$ cat src/rtl/expand.sv
// expand: rescales m-bit signed samples to n bits and emits 2^r samples per input,
// linearly ramped from the previous sample or held, with valid/ready on both sides.
module expand #(
    parameter int m = 8,
    parameter int n = 16,
    parameter int r = 2
) (
    input  logic                clk,
    input  logic                rst_n,
    input  logic signed [m-1:0] in,
    input  logic                in_v,
    output logic                in_r,
    input  logic                interp,
    output logic signed [n-1:0] out,
    output logic                out_v,
    input  logic                out_r
);
    localparam int w = n + 1 + r;
    localparam logic [r:0] kk = (r + 1)'(1 << r);
    typedef enum logic {IDLE, RUN} state_t;
    state_t state;
    logic [r:0] k;
    logic mode;
    logic signed [n-1:0] prev, x, xn, base;
    logic signed [n:0] diff, diff_new;
    logic signed [w-1:0] acc, acc_first, acc_step;
    logic last, take;
    assign last = k == kk;
    assign in_r = state == IDLE || (last && out_r);
    assign take = in_v && in_r;
    assign xn = n'(in) <<< (n - m);
    // A new ramp starts from the last held target, even when chained back-to-back.
    assign base = state == IDLE ? prev : x;
    assign diff_new = (n + 1)'(xn) - (n + 1)'(base);
    assign acc_first = w'(diff_new);
    assign acc_step = acc + w'(diff);
    // Truncating the shifted accumulator to n bits is exact modulo 2^n,
    // and the ramp value always lies between prev and x.
    always_ff @(posedge clk) begin
        if (!rst_n) begin
            state <= IDLE;
            out   <= '0;
            out_v <= 1'b0;
            k     <= '0;
            prev  <= '0;
            x     <= '0;
            diff  <= '0;
            acc   <= '0;
            mode  <= 1'b0;
        end else if (take) begin
            state <= RUN;
            x     <= xn;
            diff  <= diff_new;
            acc   <= acc_first;
            mode  <= interp;
            prev  <= base;
            k     <= (r + 1)'(1);
            out   <= interp ? base + n'(acc_first >>> r) : xn;
            out_v <= 1'b1;
        end else if (state == RUN && out_r) begin
            if (!last) begin
                acc <= acc_step;
                k   <= k + (r + 1)'(1);
                out <= mode ? prev + n'(acc_step >>> r) : x;
            end else begin
                prev  <= x;
                state <= IDLE;
                out_v <= 1'b0;
            end
        end
    end
endmodule

$ cat config.mk
export PLATFORM = sky130hd
export DESIGN_NAME = expand
export DESIGN_NICKNAME = d
export VERILOG_FILES = /design/src/rtl/expand.sv
export SDC_FILE = /design/constraint.sdc
export NUM_CORES = 1
export LEC_CHECK = 0
export CELL_PAD_IN_SITES_DETAIL_PLACEMENT = 0
export CELL_PAD_IN_SITES_GLOBAL_PLACEMENT = 1
export CORE_UTILIZATION = 50
export DETAILED_ROUTE_END_ITERATION = 8
export GPL_ROUTABILITY_DRIVEN = 0
export PLACE_DENSITY = 0.91
export RECOVER_POWER = 25
export SLEW_MARGIN = 30
export SYNTH_ARGS = -nofsm -noshare
export SYNTH_HDL_FRONTEND = slang
export SYNTH_SLANG_ARGS = --single-unit
$ cat constraint.sdc
create_clock -name clk -period 9.5 [get_ports clk]
set_input_delay 1.425 -clock clk [delete_from_list [all_inputs] [get_ports clk]]
set_output_delay 1.425 -clock clk [all_outputs]
set_load 0.005 [all_outputs]
==> results of run 1 <==
==> cell type report <==
cell class,instances,share of cell area
multi-input combinational,631,0.622
inverter,38,0.0210
timing repair buffer,37,0.0515
tap,147,0.0271
clock buffer,12,0.0379
clock inverter,4,0.00425
sequential,80,0.236
==> metal layers <==
layer  vias to the layer above  share of wire  global-route usage
met4                         0          0.017              0.0933
li1                       2831              -                   -
met1                      2766           0.46               0.403
met2                       195           0.45               0.463
met3                        24          0.066              0.0470
met5                         -              0                   0
==> logic make-up after synthesis <==
kind of cell    count (synthesis)
flops                          80
buf+inv                        69
simple gates                  278
xor+xnor                       51
compound gates                222
mux                            17
fa+ha+maj                      63
==> through the flow <==
step | cell area (um2) | instances | setup WS, ns
4_1_cts | 6780 | 949 | 4.65
5_1_grt | 6780 | 949 | 4.01
6_report | 6780 | 949 | 4.29
3_3_place_gp | 6490 | 933 | 4.38
3_5_place_dp | 6490 | 933 | 4.31
2_1_floorplan | 6110 | 780 | 5.09
==> sequential cells by signal, summed over array words and instances (netlist names) <==
| register | flops |
|---|---|
| acc | 18 |
| diff | 17 |
| k | 3 |
| mode | 1 |
| out | 16 |
| prev | 16 |
| state | 1 |
| x | 8 |
==> worst paths after layout <==
check                       startpoint              endpoint  slack, ns  cells after the start
setup / recovery                 out_r   out[7]$_SDFFE_PN0P_       4.29                      9
hold / removal    diff[4]$_SDFFE_PN0P_  diff[4]$_SDFFE_PN0P_       0.46                      2
setup reg to reg  diff[0]$_SDFFE_PN0P_  out[15]$_SDFFE_PN0P_       4.95                     17
hold reg to reg   diff[4]$_SDFFE_PN0P_  diff[4]$_SDFFE_PN0P_       0.46                      2
==> cells in the final DEF (no fill, tap or decap), types with 4 or more instances in the layout <==
master	Yosys	layout
sky130_fd_sc_hd__nor3_1	22	22
sky130_fd_sc_hd__a21oi_1	89	89
sky130_fd_sc_hd__xnor2_1	28	28
sky130_fd_sc_hd__or3_1	7	7
sky130_fd_sc_hd__a31oi_1	14	14
sky130_fd_sc_hd__o221ai_1	11	11
sky130_fd_sc_hd__nand3_1	17	17
sky130_fd_sc_hd__clkbuf_16	0	9
sky130_fd_sc_hd__a211oi_1	9	9
sky130_fd_sc_hd__and3_1	16	16
sky130_fd_sc_hd__a21o_1	12	12
sky130_fd_sc_hd__dlygate4sd3_1	0	17
sky130_fd_sc_hd__dfxtp_1	80	80
sky130_fd_sc_hd__clkdlybuf4s50_1	0	13
sky130_fd_sc_hd__mux2i_1	14	14
sky130_fd_sc_hd__nor2_1	57	56
sky130_fd_sc_hd__ha_1	60	60
sky130_fd_sc_hd__xor2_1	23	23
sky130_fd_sc_hd__and2_1	4	4
sky130_fd_sc_hd__inv_1	38	38
sky130_fd_sc_hd__or2_2	4	4
sky130_fd_sc_hd__nor2b_1	15	15
sky130_fd_sc_hd__nand2b_1	5	5
sky130_fd_sc_hd__o21a_1	6	6
sky130_fd_sc_hd__o21ai_0	29	29
sky130_fd_sc_hd__nand2_1	118	118
sky130_fd_sc_hd__o211ai_1	4	4
sky130_fd_sc_hd__buf_4	0	6
==> power by group through the flow <==
stage / sequential (W) / clock (W) / combinational, W
floorplan: 0.000370 / 0 / 0.000164
global placement: 0.000373 / 0 / 0.000221
detailed placement: 0.000374 / 0 / 0.000227
CTS: 0.000366 / 0.000338 / 0.000229
global route: 0.000368 / 0.000350 / 0.000252
finish: 0.000366 / 0.000334 / 0.000230
==> worst max-delay path, stage by stage <==
cell	delay, ns
sky130_fd_sc_hd__dlygate4sd3_1	0.58
sky130_fd_sc_hd__nand3_1	0.17
sky130_fd_sc_hd__nand2_1	0.12
sky130_fd_sc_hd__nand2_1	0.08
sky130_fd_sc_hd__clkbuf_1	1.63
sky130_fd_sc_hd__nand2_1	0.72
sky130_fd_sc_hd__o221ai_1	0.49
sky130_fd_sc_hd__o21ai_0	0.16
sky130_fd_sc_hd__nor2_1	0.10
==> metrics, run 1 <==
outcome=finished with violations; violations in the final reports=max-capacitance violations, max-slew violations; wire per inst=18.4 um; total number of clock tree sinks=80; data required time at the worst endpoint=9.78 ns; Post-CTS Hold Buffers=0; number of violations of the max-capacitance limit=1; Post-synth top cells=sky130_fd_sc_hd__nand2_1 (118), sky130_fd_sc_hd__a21oi_1 (89), sky130_fd_sc_hd__dfxtp_1 (80); mean cell area of the mapped netlist=7.83 um2; setup skew after layout=0.00905 ns; number of vias per cell after detailed routing=6.13; worst vdd ir=0.0743 mV; setup TNS after final layout=0 ns; PostCTS Resize Cnt=0; startpoint class of the critical path=input pin; wire length of the first global-routing pass=29000 um; transition at the pin with the smallest max-transition slack=2.30 ns; dominant combinational cell family by area after synthesis=compound AO/OA/AOI/OAI gates; count of routing violations after the opening detailed-route iteration=350; leading cell types by total area after synthesis=sky130_fd_sc_hd__dfxtp_1 (26%), sky130_fd_sc_hd__ha_1 (12%), sky130_fd_sc_hd__a21oi_1 (7.3%); sequential power share=0.394; maximum number of buffers from clock root to sink=2; number of nets produced by synthesis=856; cell taking the most area after synthesis=sky130_fd_sc_hd__dfxtp_1; number of antenna violations at the first check in global routing=0; Die Y-Extent=113 um; simple-gate share of the synthesized area=0.207; part of the Yosys area used for sequential elements=0.262; most common cell in the netlist=sky130_fd_sc_hd__nand2_1; Post-synth EDFFs=0; final hold viol count=0; Adder-Cell Fraction of Synth Area=0.133; Pleak=2.96 nW; highest net fanout along the worst path=46; achievable clock frequency=192 MHz; number of global-route vias before repair=5577; Worst Path Arrival=5.49 ns; crit end category=register; top_reg_cell synth=sky130_fd_sc_hd__dfxtp_1; number of cell rows=40; Antenna Cells=0; clock insertion delay at the later pin of the skew report=0.34 ns; combined area of the multi-input logic cells=4210 um2; FF+latch count, synth=80; net switching power=0.000295 W; part of the cycle the worst path needs=0.548; complex-gate fraction of the synthesized area=0.248; Worst Hold Slack=0.465 ns; Power Internal=0.000635 W; horizontal die dimension=113 um; routed vias=5816; DRC violation count after routing=0; utilization of the core after routing=0.567; length of the first detailed-routing pass in iterations=5; area of the die=12700 um2; number of different library cells in the post-synthesis netlist=67; count of final setup violators=0; combinational fraction of design power=0.247; RSZ-0062 raised after global routing=false; sequential cell area in the final layout=1600 um2; Worst slew margin=-0.531; instance count of the mapped netlist=780; power per cell area=137 nW/um2; clock root cell=sky130_fd_sc_hd__clkbuf_16; proportion of netlist area held by the largest area contributor=0.262; Pwr Total=0.000930 W; GRT overflow=0; aggregate global-route resource usage=0.292; clock edge transition at the registers on the reported setup and hold paths=0.06 ns; sum of net half-perimeters after detailed placement=12700 um; xor and xnor area share after synthesis=0.0731; type of the worst setup path=in -> reg; number of CTS-inserted buffers=9; max-slew violation count=47; filler instances=1115; fraction of layout cells with a size suffix above 1=0.0599; antenna viol nets, final=0; FFs w/ async S/R, synth=0; Warnings, synthesis=0; Post CTS Setup Buffer Count=0; post-synth design cell area=6110 um2; switching part of the total power=0.317; maximum number of pins on one net before global-route repair=57; synthesis-to-layout area growth=10.9%; Floorplan Core Area=12000 um2; Port Buffers=30; number of H-tree levels=3; Period minus WS final=5.21 ns; post-layout net count=873; part of the total power dissipated in the clock network=0.359; final wirelength=17500 um; min-delay worst type=reg -> reg; TritonCTS clock tree=built; proportion of synthesized area in mux cells=0.0285; # IOs=31; starting density of the core=0.511
No activity file was read; power rests on OpenSTA's default activity.
==> run 2, diff against run 1 <==
--- a/config.mk
+++ b/config.mk
@@ -7,10 +7,10 @@
 export LEC_CHECK = 0
 export CELL_PAD_IN_SITES_DETAIL_PLACEMENT = 0
 export CELL_PAD_IN_SITES_GLOBAL_PLACEMENT = 1
-export CORE_UTILIZATION = 50
+export CORE_UTILIZATION = 46
 export DETAILED_ROUTE_END_ITERATION = 8
 export GPL_ROUTABILITY_DRIVEN = 0
-export PLACE_DENSITY = 0.91
+export PLACE_DENSITY = 0.85
 export RECOVER_POWER = 25
 export SLEW_MARGIN = 30
 export SYNTH_ARGS = -nofsm -noshare
==> constraint.sdc (replaced) <==
create_clock -name clk -period 5.2 [get_ports clk]
set_input_delay 0.78 -clock clk [delete_from_list [all_inputs] [get_ports clk]]
set_output_delay 0.78 -clock clk [all_outputs]
set_load 0.005 [all_outputs]
==> run 2 against run 1 <==
Compared with the run above: the flow now finishes without violations; first-iteration DRC count grew 68%; via count shrank 1.2%; clock power grew 72%; critical path depth grew 8; non-clock buffer count grew 2; core utilization shrank 3.5 points; die area grew 8.5%; largest cell class unchanged; highest routed layer unchanged.
==> metrics, run 2 (synthesis gave the netlist of run 1 again) <==
horizontal die dimension=117 um (+4.2%); min-delay worst type=reg -> reg; most common cell after layout, fill and taps aside=sky130_fd_sc_hd__nand2_1; starting density of the core=0.478 (-0.0325); wire length of the first global-routing pass=27700 um (-4.8%); Regs by FF count=acc x18, diff x17; achievable clock frequency=229 MHz; Period minus WS final=4.37 ns; Floorplan Core Area=12800 um2 (+6.8%); number of CTS-inserted buffers=9 (unchanged); wire per inst=17.8 um (-3.5%); clock insertion delay at the later pin of the skew report=0.34 ns (about the same); combinational fraction of design power=0.251 (+0.004); data required time at the worst endpoint=5.45 ns (-4.33 ns); worst vdd ir=0.125 mV (+68%); # IOs=31 (unchanged); DRC violation count after routing=0 (unchanged); Largest register FFs=18 (unchanged); Die Y-Extent=117 um (+4.2%); max-slew violation count=0 (-100%); fraction of layout cells with a size suffix above 1=0.0599 (unchanged); post-place instance area=6540 um2 (+0.71%); setup skew after layout=0.00619 ns (-0.00286 ns); PostCTS Resize Cnt=0 (unchanged); post-layout net count=875 (+0.23%); Worst Path Arrival=4.62 ns (-0.87 ns); part of the cycle the worst path needs=0.840; aggregate global-route resource usage=0.266 (-0.0260); clock root cell=sky130_fd_sc_hd__clkbuf_16; number of cell rows=41 (+2.5%); maximum number of buffers from clock root to sink=2 (unchanged); switching part of the total power=0.313 (-0.00410); part of the total power dissipated in the clock network=0.346 (-0.013); count of routing violations after the opening detailed-route iteration=588 (+68%); Power Internal=0.00114 W (+80%); routed vias=5748 (-1.2%); setup TNS after final layout=0 ns (unchanged); Port Buffers=30 (unchanged); number of global-route vias before repair=5343 (-4.2%); finished layout cell area=6790 um2 (+0.22%); register name with the most flops=acc; power per cell area=245 nW/um2 (+78%); total number of clock tree sinks=80 (unchanged); number of H-tree levels=3 (unchanged); sequential power share=0.403 (+0.009); crit end category=register; RSZ-0062 raised after global routing=false; startpoint class of the critical path=register; Post CTS Setup Buffer Count=0 (unchanged); transition at the pin with the smallest max-transition slack=0.905 ns (-1.39 ns); count of final setup violators=0 (unchanged); Worst slew margin=0.394 (+0.926); final hold viol count=0 (unchanged); antenna viol nets, final=0 (unchanged); length of the first detailed-routing pass in iterations=7 (+2); sum of net half-perimeters after detailed placement=13100 um (+3.0%); final wirelength=17300 um (-0.99%); clock edge transition at the registers on the reported setup and hold paths=0.06 ns (about the same); TritonCTS clock tree=built; number of violations of the max-capacitance limit=0 (-1); number of vias per cell after detailed routing=5.90 (-3.7%); area of the die=13700 um2 (+8.5%); Antenna Cells=0 (unchanged); outcome=completed; number of antenna violations at the first check in global routing=0 (unchanged); Post-CTS Hold Buffers=0 (unchanged); type of the worst setup path=reg -> reg; highest net fanout along the worst path=8 (-83%); net switching power=0.000520 W (+76%); top library cells by usage in the layout, fill and taps aside=sky130_fd_sc_hd__nand2_1 (117), sky130_fd_sc_hd__a21oi_1 (89), sky130_fd_sc_hd__dfxtp_1 (80); GRT overflow=0 (unchanged); synthesis-to-layout area growth=11.1%; Pleak=2.96 nW (about the same); maximum number of pins on one net before global-route repair=45 (-21%)
-- run 2: cell types whose count changed in the layout (fill, tap and decap cells not counted), sizes merged --
cell	delta
buf	+4
clkinvlp	-2
inv	-1
clkdlybuf4s50	-1
-- run 2: final timing paths --
path	from	end	slack, ns	cells after the start
worst max register to register	diff[0]$_SDFFE_PN0P_	out[15]$_SDFFE_PN0P_	0.83	17
worst min register to register	diff[9]$_SDFFE_PN0P_	diff[9]$_SDFFE_PN0P_	0.46	2
worst max-delay path	diff[0]$_SDFFE_PN0P_	out[15]$_SDFFE_PN0P_	0.83	17
worst min-delay path	diff[9]$_SDFFE_PN0P_	diff[9]$_SDFFE_PN0P_	0.46	2
-- run 2: worst max-delay path, stage by stage (launching register included) --
cell and delay [ns]:
sky130_fd_sc_hd__dfxtp_1 0.31, sky130_fd_sc_hd__ha_1 0.22, sky130_fd_sc_hd__fa_1 0.40, sky130_fd_sc_hd__a21o_1 0.20, sky130_fd_sc_hd__a21o_1 0.24, sky130_fd_sc_hd__a2111oi_4 0.43, sky130_fd_sc_hd__o221ai_2 0.21, sky130_fd_sc_hd__a211o_1 0.31
sky130_fd_sc_hd__a21oi_2 0.20, sky130_fd_sc_hd__xnor2_1 0.15, sky130_fd_sc_hd__ha_1 0.33, sky130_fd_sc_hd__a21oi_1 0.16, sky130_fd_sc_hd__nor2b_1 0.08, sky130_fd_sc_hd__o21a_1 0.17, sky130_fd_sc_hd__a311oi_1 0.31, sky130_fd_sc_hd__xnor2_1 0.18
sky130_fd_sc_hd__xnor2_1 0.11, sky130_fd_sc_hd__a311oi_1 0.27
-- run 2: final cells by class --
| type | count | area (um2) |
|---|---|---|
| fillers | 1231 | 5980 |
| repair buffers | 39 | 363 |
| clock buffers | 13 | 250 |
| inverters | 38 | 143 |
| well taps | 172 | 215 |
| multi-input cells | 631 | 4210 |
| clock inverters | 1 | 5.00 |
| flip-flops and latches | 80 | 1600 |
-- run 2: power groups by stage --
stage	combinational, W	sequential, W	clock [W]
floorplan	0.000300	0.000676	0
global placement	0.000408	0.000682	0
detailed placement	0.000416	0.000683	0
CTS	0.000418	0.000670	0.000579
global route	0.000459	0.000673	0.000609
finish	0.000418	0.000669	0.000576
-- run 2: metrics by stage --
stage | setup slack, ns | power, W | hold slack (ns) | instances | util
global route | 0.550 | 0.00174 | 0.475 | 974 | 0.532
CTS | 0.835 | 0.00167 | 0.461 | 974 | 0.532
finish | 0.834 | 0.00166 | 0.461 | 974 | 0.532
floorplan | 0.866 | 0.000975 | 0.441 | 780 | -
global placement | 0.709 | 0.00109 | 0.448 | 960 | 0.512
detailed placement | 0.639 | 0.00110 | 0.453 | 960 | 0.512
-- run 2: routing by layer --
| metal | vias to the layer above | track usage | wire [um] |
|---|---|---|---|
| met1 | 2708 | 0.386 | 8470 |
| met3 | 19 | 0.0345 | 1080 |
| met4 | 0 | 0.0709 | 246 |
| li1 | 2832 | - | - |
| met2 | 189 | 0.411 | 7530 |
| met5 | - | 0 | 0 |
